### src/rtl/sw_bounce_gen.sv
// sw_bounce_gen: drives a bouncing switch contact that follows a clean level.
// Define BOUNCE_RAND_EN for LFSR-randomised bounce intervals (else fixed 2 ticks).
`timescale 1ns/1ps
module sw_bounce_gen #(
   parameter int          TICK_DIV     = 1000000,
   parameter int          NBOUNCE      = 6,
   parameter int          SETTLE_TICKS = 4,
   parameter logic [15:0] SEED         = 16'hACE1,
   parameter logic        INIT_LVL     = 1'b0
) (
   input  logic clk,
   input  logic rst,
   input  logic lvl,
   output logic sw,
   output logic busy,
   output logic done
);

   localparam int PW = (TICK_DIV > 1) ? $clog2(TICK_DIV) : 1;

   typedef enum logic [1:0] {IDLE, BOUNCE, SETTLE} state_t;

   if (SEED == 16'h0 || NBOUNCE < 0 || NBOUNCE > 15 || (NBOUNCE % 2) != 0 ||
       SETTLE_TICKS < 1 || SETTLE_TICKS > 15) begin : g_bad_param
      $error("sw_bounce_gen: illegal parameter value");
   end

   state_t          state_q, state_d;
   logic [PW-1:0]   pre_q, pre_d;
   logic [3:0]      ivl_q, ivl_d;
   logic [3:0]      cnt_q, cnt_d;
   logic [3:0]      set_q, set_d;
   logic            sw_q, sw_d;
   logic            tgt_q, tgt_d;
   logic            busy_q, busy_d;
   logic            done_q, done_d;
   logic            tick;
   logic            expire;
   logic            load;
   logic [3:0]      ld_val;

`ifdef BOUNCE_RAND_EN
   logic [15:0]     lfsr_q, lfsr_d;

   assign ld_val = {1'b0, lfsr_q[2:0]} + 4'd1;
   assign lfsr_d = load ? {lfsr_q[14:0],
                           lfsr_q[15] ^ lfsr_q[13] ^ lfsr_q[12] ^ lfsr_q[10]}
                        : lfsr_q;
`else
   assign ld_val = 4'd2;
`endif

   assign tick   = (pre_q == PW'(TICK_DIV - 1));
   assign expire = tick && (ivl_q == 4'd1);

   always_comb begin
      state_d = state_q;
      pre_d   = tick ? '0 : pre_q + PW'(1);
      ivl_d   = (tick && ivl_q != 4'd0) ? ivl_q - 4'd1 : ivl_q;
      cnt_d   = cnt_q;
      set_d   = set_q;
      sw_d    = sw_q;
      tgt_d   = tgt_q;
      busy_d  = busy_q;
      done_d  = 1'b0;
      load    = 1'b0;
      case (state_q)
         IDLE: begin
            if (lvl != sw_q) begin
               tgt_d  = lvl;
               cnt_d  = 4'd0;
               set_d  = 4'd0;
               load   = 1'b1;
               busy_d = 1'b1;
               if (NBOUNCE == 0) begin
                  state_d = SETTLE;
                  sw_d    = lvl;
               end else begin
                  state_d = BOUNCE;
               end
            end
         end
         BOUNCE: begin
            if (expire) begin
               cnt_d = cnt_q + 4'd1;
               load  = 1'b1;
               // final expiry lands on the target instead of toggling
               if (cnt_q == 4'(NBOUNCE - 1)) begin
                  state_d = SETTLE;
                  sw_d    = tgt_q;
                  set_d   = 4'd0;
               end else begin
                  sw_d = ~sw_q;
               end
            end
         end
         SETTLE: begin
            if (tick) begin
               if (set_q == 4'(SETTLE_TICKS - 1)) begin
                  done_d  = 1'b1;
                  busy_d  = 1'b0;
                  state_d = IDLE;
               end else begin
                  set_d = set_q + 4'd1;
               end
            end
         end
         default: begin
            state_d = IDLE;
            busy_d  = 1'b0;
         end
      endcase
      if (load) ivl_d = ld_val;
   end

   always_ff @(posedge clk or posedge rst) begin
      if (rst) begin
         state_q <= IDLE;
         pre_q   <= '0;
         ivl_q   <= 4'd0;
         cnt_q   <= 4'd0;
         set_q   <= 4'd0;
         sw_q    <= INIT_LVL;
         tgt_q   <= INIT_LVL;
         busy_q  <= 1'b0;
         done_q  <= 1'b0;
`ifdef BOUNCE_RAND_EN
         lfsr_q  <= SEED;
`endif
      end else begin
         state_q <= state_d;
         pre_q   <= pre_d;
         ivl_q   <= ivl_d;
         cnt_q   <= cnt_d;
         set_q   <= set_d;
         sw_q    <= sw_d;
         tgt_q   <= tgt_d;
         busy_q  <= busy_d;
         done_q  <= done_d;
`ifdef BOUNCE_RAND_EN
         lfsr_q  <= lfsr_d;
`endif
      end
   end

   assign sw   = sw_q;
   assign busy = busy_q;
   assign done = done_q;

endmodule

### config.mk
export PLATFORM = sky130hd
export DESIGN_NAME = sw_bounce_gen
export DESIGN_NICKNAME = d
export VERILOG_FILES = /design/src/rtl/sw_bounce_gen.sv
export SDC_FILE = /design/constraint.sdc
export NUM_CORES = 1
export LEC_CHECK = 0
export ABC_AREA = 1
export CAP_MARGIN = 5
export CORE_MARGIN = 4
export CORE_UTILIZATION = 55
export DETAILED_ROUTE_END_ITERATION = 10
export PLACE_DENSITY = 0.72
export SLEW_MARGIN = 20
export SYNTH_ARGS = -nofsm -noshare
export SYNTH_HDL_FRONTEND = slang
export SYNTH_SLANG_ARGS = --single-unit
### constraint.sdc
create_clock -name clk -period 5.3 [get_ports clk]
set_clock_uncertainty 0.2 [all_clocks]
set_input_delay 0.795 -clock clk [delete_from_list [all_inputs] [get_ports clk]]
set_output_delay 0.795 -clock clk [all_outputs]
set_load 0.03 [all_outputs]
# Yosys cells after proc, flatten, opt, wreduce, memory -nomap -nowiden
# Cells that the tools add are included.
[op_classes] mux=28 add_sub_neg=4 n_eq_ne=13 bitwise_logic=2 n_reduce_logical=13
[ops] operator="$mux W4" count=8
[ops] operator="$add A20 B1 Y20 const B" count=1
[ops] operator="$eq A20 B20 Y1 const B" count=1
[ops] operator="$mux W20" count=1
[ops] operator="$ne A2 B2 Y1 const B" count=6
[ops] operator="$pmux W4 S3" count=1
[ops] operator="$mux W2" count=5
[ops] operator="$mux W1" count=9
[ops] operator="$add A4 B1 Y4 const B" count=2
[ops] operator="$pmux W4 S2" count=1
[ops] operator="$pmux W2 S3" count=1
[ops] operator="$reduce_and A6 Y1" count=1
[ops] operator="$reduce_and A5 Y1" count=1
[ops] operator="$eq A4 B1 Y1 const B" count=1
[ops] operator="$eq A4 B2 Y1 const B" count=1
[ops] operator="$eq A4 B3 Y1 const B" count=1
[ops] operator="$reduce_and A2 Y1" count=2
[ops] operator="$reduce_and A4 Y1" count=1
[ops] operator="$reduce_bool A2 Y1" count=2
[ops] operator="$reduce_bool A4 Y1" count=1
[ops] operator="$sub A4 B1 Y4 const B" count=1
[ops] operator="$pmux W1 S3" count=1
[ops] operator="$reduce_and A3 Y1" count=1
[ops] operator="$reduce_bool A3 Y1" count=1
[ops] operator="7 further kinds" count=9
[totals] ff_bits=38 in_bits=3 out_inout_bits=3 wordCells=69

# Longest topological paths before layout
# Gate-level depths: netlist (run 1).
[logic_depth] ltp_word=5 depth_mapped=10 depth_no_buf=10

# Worst setup path before layout (run 1)
# OpenSTA, ideal clock, no wires.
[synth_path] kind="input to register" startpoint="in lvl" endpoint="reg set_q[0]" stages=7 arrival_ns=1.542 path_buffers=0 required_time_ns=4.983 setup_time_ns=0.117 setup_slack_ns=3.441 cell_sequence="xnor2_1 -> nand2_1 -> nand2_1 -> nor2_1 -> nand3_2 -> nand2_1 -> nand2_1"
[synth_between] elab_chain_len=3
[synth_lines] item="start, declared" line_no="13" rtl="input logic lvl,"
[synth_lines] item="$ne A1 B1 Y1" line_no="69" rtl="if (lvl != sw_q) begin"
[synth_lines] item="$ne A2 B2 Y1 (no line)"
[synth_lines] item="$reduce_and A6 Y1 (no line)"
[synth_lines] item="end signal, assigned" line_no="135" rtl="set_q <= set_d;"
[synth_lines] item="end, declared" line_no="32" rtl="logic [3:0] set_q, set_d;"
# Every way passes these cells.
# A chain may end at the register's enable or synchronous reset.

# Worst setup path after layout (run 1)
[layout_path] startpoint="reg sw_q, in the netlist sw" endpoint="out sw"
[layout_rtl] item="start, declared" line_no="33" rtl="logic sw_q, sw_d;"
[layout_rtl] item="start signal, assigned" line_no="136" rtl="sw_q <= sw_d;"
[layout_rtl] item="end, declared" line_no="14" rtl="output logic sw,"
# No word-level cell between the ends.

==> metrics.txt, run 1 <==
CTS tree=yes; most common cell after layout, fill and taps aside=nand2_1; slowest CP cell=clkdlybuf4s50_1; H-tree depth=2; clock buffer depth=2; Synth Area in XOR/XNOR=0.0630; endpoints failing setup=0; Worst Hold Margin=0.279 ns; RePlAce Congestion=0.835; Worst EP arrival=1.36 ns; WP buf/inv=1; fillers=about 340; clock root buffer=clkbuf_8; Simple-Gate Fraction of Synth Area=0.352; number of diodes=0; largest net degree at the start of global routing=39; max-cap check violation count=0; Fin. Hold Viols=0; warnings from Yosys=0; max-slew violations=0; Leakage=around 1.2 nW; drt initial violations=119; slew at the pin with the worst max-slew slack=0.477 ns; clock-pin transition on the worst setup and hold timing paths=roughly 0.07 ns; CP required=roughly 4.3 ns; period utilization=0.444; DP HPWL=between 3 and 4 mm; commonest non-fill, non-tap cells in the layout=nand2_1, inv_1, nor2_1, dfrtp_1, nand4_1; Avg Inst Size Synth=7.59 µm²; synthesized flop and latch total=38; cell area after synthesis=roughly 2200 µm²; sequential power share=0.485; grt total ovfl=0; io pins=6; worst rel slew slack=0.682; peak supply drop=0.000179 V; Sw Pwr=0.000219 W; CTS sink count=38; Gate Count Post-Synth=between 200 and 300; Power Total=0.000663 W; die area=5120 µm²; Total GRT Usage=0.184; sequential fraction of the synthesis area=0.428; adder-cell share of the synthesized area=0.0338; CP Launch Type=flop; # nets final=around 320; row cnt=22; Comb power frac=0.237; Max FO, Critical Path=3; Max Fclk=425 MHz; clock power share=0.278; postcts setup bufs=0; cell family with the largest share of critical-path delay=buffers and inverters; Avg Vias per Cell=4.97; Post-Syn Nets=302; DRC Markers=0; largest family of logic cells by synthesized area=simple AND/OR/NAND/NOR gates; Final TNS setup=0 ns; routed len/inst=about 12 µm; Resized Gates After CTS=0; core area=3770 µm²; remaining antenna violation count after routing=0; Starting Density=0.590; power density over the cells=274 nW/µm²; Distinct cells, synth=24; HP Class=flop to flop; Switching Share=0.330; RSZ-0062 raised after global routing=false; die height=71.6 µm; total length of routed wires=4.22 mm; global-route wire length before repair=7.53 mm; CP endpoint kind=output port; TritonCTS buffer count=5; post-synthesis mux area share=0; Worst Setup Path Type=flop to output port; max incr delay on CP=0.69 ns; Die W=71.6 µm; Layout area overhead=8.72%; DR pass1 iterations=4; Final Critical Period=2.35 ns; Synth Area in Compound Gates=0.0445; outcome=finished clean; initial antenna violation count=0; hold buffers post-CTS=0; I/O Buffers=5; vias post-DR=1758; worst skew pair latency=between 0.2 and 0.3 ns; internal power consumption=0.000444 W; share of cells above drive strength 1=0.101; CP Cell Sequence=clkdlybuf4s50_1; vias in the first global route=1658
## power groups by stage
stage                     sequential [W]  clock, W  combinational, W
after global placement          0.000326         0          0.000154
after floorplan                 0.000329         0          0.000114
after global routing            0.000324  0.000201          0.000181
final                           0.000321  0.000184          0.000157
after detailed placement        0.000327         0          0.000158
after CTS                       0.000321  0.000192          0.000159
## layout make-up
cell class,count,area (µm²),area share
inverters,47,176,0.0730
multi-input cells,208,1100,0.453
repair buffers,6,57.6,0.0238
well taps,48,60.1,0.0248
flip-flops and latches,38,951,0.393
clock buffers,7,76.3,0.0316
## flip-flops by register name, indices dropped and copies added, names as in the netlist, 2 cells and up
register  count
cnt_q         4
ivl_q         4
pre_q        20
set_q         4
state_q       2
## metrics by stage
stage                     area [µm²]  worst slack (ns)   util  cells
after floorplan                 2220              3.44      -    293
after global placement          2340              2.89  0.621    347
after detailed placement        2340              2.83  0.621    347
after CTS                       2420              2.93  0.641    354
after global routing            2420              2.90  0.641    354
final                           2420              2.95  0.641    354
## tightest hold or removal path, delay by kind of cell, from the launching register on
family,cells,cell delay [ns]
DFF,1,0.34
and+or+nand+nor,2,0.11
## synthesized netlist by cell type (all sizes together)
library cell / count / area share
nand4: 16 / 0.045
xor2: 14 / 0.055
or2: 1 / 0.0028
o22ai: 1 / 0.0028
ha: 6 / 0.034
nor2: 52 / 0.10
inv: 47 / 0.079
o21ai: 8 / 0.018
o31ai: 1 / 0.0034
nor3b: 1 / 0.0034
dfrtp: 38 / 0.43
nor3: 5 / 0.019
nand3: 15 / 0.038
nand2: 77 / 0.14
a21oi: 9 / 0.020
xnor2: 2 / 0.0079
## kinds of logic after synthesis
| group | count (synthesis) |
|---|---|
| xor gates and xnor gates | 16 |
| buffers and inverters | 47 |
| DFF | 38 |
| adders and majority gates | 6 |
| and+or+nand+nor | 167 |
| AOI/OAI and AO/OA | 19 |
## routing by layer
| metal | routed length [µm] | GRT usage | vias up |
|---|---|---|---|
| li1 | - | - | 942 |
| met1 | 2180 | 0.265 | 793 |
| met2 | 1880 | 0.280 | 17 |
| met3 | 114 | 0.0379 | 6 |
| met4 | 47 | 0.0564 | 0 |
| met5 | 0 | 0 | - |
## final timing paths
kind	start	end	slack [ns]	cells after the start
worst max-delay path	sw	sw	2.95	1
worst min-delay path	busy	busy	0.28	2
worst max register to register	pre_q[0]	state_q[1]	3.36	8
worst min register to register	busy	busy	0.28	2
max in group asynchronous	rst	pre_q[13]	3.84	3
min in group asynchronous	rst	pre_q[3]	0.73	3
(Power assumes the default switching activity.)
==> run 2: changes to the inputs <==
- clock period: 5.3 -> 2.2 ns (I/O delays scaled with it)
==> run 2 against run 1 <==
- count of clock-buffer cells in the layout down 2
- utilization grew 1.1 points
- final cell count is 0.56% higher
- global-route usage fell by 0.63 points
- total power grew to 2.6 times the previous value
- critical endpoint is now state_q[1]
- highest routed layer unchanged
==> metrics.txt, run 2 (synthesized netlist as in run 1, its figures left out) <==
outcome=finished clean; worst skew pair latency=around 0.29 ns; max reg flops=20; CP required=~2.2 ns; worst rel slew slack=0.750; routed len/inst=11.7 µm; clock buffer depth=2; Worst Setup Path Type=flop to flop; drt initial violations=126; vias in the first global route=about 1700; endpoints failing setup=0; die area=5120 µm²; most common cell after layout, fill and taps aside=nand2_1; pre-CTS setup slack=0.223 ns; Layout area overhead=10.5%; CTS tree=yes; CTS sink count=38; peak supply drop=0.000479 V; Die W=71.6 µm; max incr delay on CP=between 0.4 and 0.5 ns; initial antenna violation count=0; CP endpoint kind=flop; commonest non-fill, non-tap cells in the layout=nand2_1, inv_1, nor2_1, dfrtp_1, nand4_1; core area=3770 µm²; slew at the pin with the worst max-slew slack=0.373 ns; cell family with the largest share of critical-path delay=simple AND/OR/NAND/NOR gates; Final Critical Period=slightly below 2 ns; share of cells above drive strength 1=0.114; period utilization=0.882; RePlAce Congestion=~0.91; remaining antenna violation count after routing=0; grt total ovfl=0; io pins=6; Starting Density=0.590; # nets final=316; Final TNS setup=0 ns; die height=71.6 µm; row cnt=22; Post-DP Area=2350 µm²; DR pass1 iterations=4; Avg Vias per Cell=5.02; total length of routed wires=approximately 4.2 mm; CP Cell Sequence=ha_1, nand3_1, nor2_4, nand3_2, nand2_2, inv_1, a21oi_1, nor2_1; H-tree depth=2; max-cap check violation count=0; Worst EP arrival=1.92 ns; slowest CP cell=dfrtp_1; max-slew violations=0; clock root buffer=clkbuf_8; Max FO, Critical Path=8; WP buf/inv=1; global-route wire length before repair=7.33 mm; setup ws final=0.261 ns; postcts setup bufs=0; CP Launch Type=flop; number of diodes=0; DP HPWL=3.15 mm; vias post-DR=~1800; Max Fclk=a little over 500 MHz; Power Total=approximately 0.0017 W; largest net degree at the start of global routing=28; RSZ-0062 raised after global routing=false; TritonCTS buffer count=5; clock-pin transition on the worst setup and hold timing paths=0.08 ns; I/O Buffers=5; Fin. Hold Viols=0; HP Class=primary input to async pin; DRC Markers=0; Leakage=1.25 nW; hold buffers post-CTS=0; Resized Gates After CTS=0; Final Cell Area=2460 µm²; largest register by flop count=pre_q; power density over the cells=705 nW/µm²; Total GRT Usage=0.178
[run 2: worst min-delay path, stage by stage]
cell and delay [ns]:
clkdlybuf4s50_1 0.39, inv_1 0.07, buf_4 0.20
[run 2: final timing paths]
path                           from    endpoint  slack, ns  cells after the start
setup / recovery           pre_q[0]  state_q[1]       0.26                      8
hold / removal                  rst    pre_q[2]       0.15                      3
setup reg to reg           pre_q[0]  state_q[1]       0.26                      8
hold reg to reg                busy        busy       0.28                      2
max in group asynchronous       rst   pre_q[18]       1.31                      3
min in group clk               busy        busy       0.28                      2
[run 2: metal layers]
| layer | vias up | track usage | part of all wire |
|---|---|---|---|
| met2 | 21 | 0.262 | 0.43 |
| met5 | - | 0 | 0 |
| li1 | 954 | - | - |
| met1 | 810 | 0.257 | 0.53 |
| met3 | 2 | 0.0393 | 0.030 |
| met4 | 0 | 0.0647 | 0.0041 |
[run 2: through the flow]
stage | utilization | cells | hold WS [ns]
2_1_floorplan | - | 293 | 0.255
3_3_place_gp | 0.623 | 348 | 0.256
3_5_place_dp | 0.623 | 348 | 0.262
4_1_cts | 0.652 | 356 | 0.160
5_1_grt | 0.652 | 356 | 0.183
6_report | 0.652 | 356 | 0.150
[run 2: layout make-up]
type / count / area (µm²)
inverter: 47 / 176
clock inverter: 3 / 40.0
clock buffer: 5 / 68.8
tap: 48 / 60.1
timing repair buffer: 7 / 65.1
fill: 324 / 1310
sequential: 38 / 951
multi-input combinational: 208 / 1100
[run 2: where the power goes]
part / total [W] / switching (W) / internal [W]
registers: 0.000773 / 0.0000311 / 0.000742
clock network: 0.000580 / 0.000247 / 0.000334
logic: 0.000380 / 0.000270 / 0.000110
total: 0.00173 / 0.000548 / 0.00119
==> run 3: changes to the inputs <==
==> constraint.sdc (replaced) <==
create_clock -name clk -period 2.2 [get_ports clk]
set_clock_uncertainty 0.2 [all_clocks]
set_input_delay 0.33 -clock clk [delete_from_list [all_inputs] [get_ports clk]]
set_output_delay 0.33 -clock clk [all_outputs]
set_load 0.005 [all_outputs]
==> results of run 3 <==
Same layout as run 2 (identical final DEF). Status: finished clean.
Among the figures that moved: total power 0.00173 W -> 0.00172 W
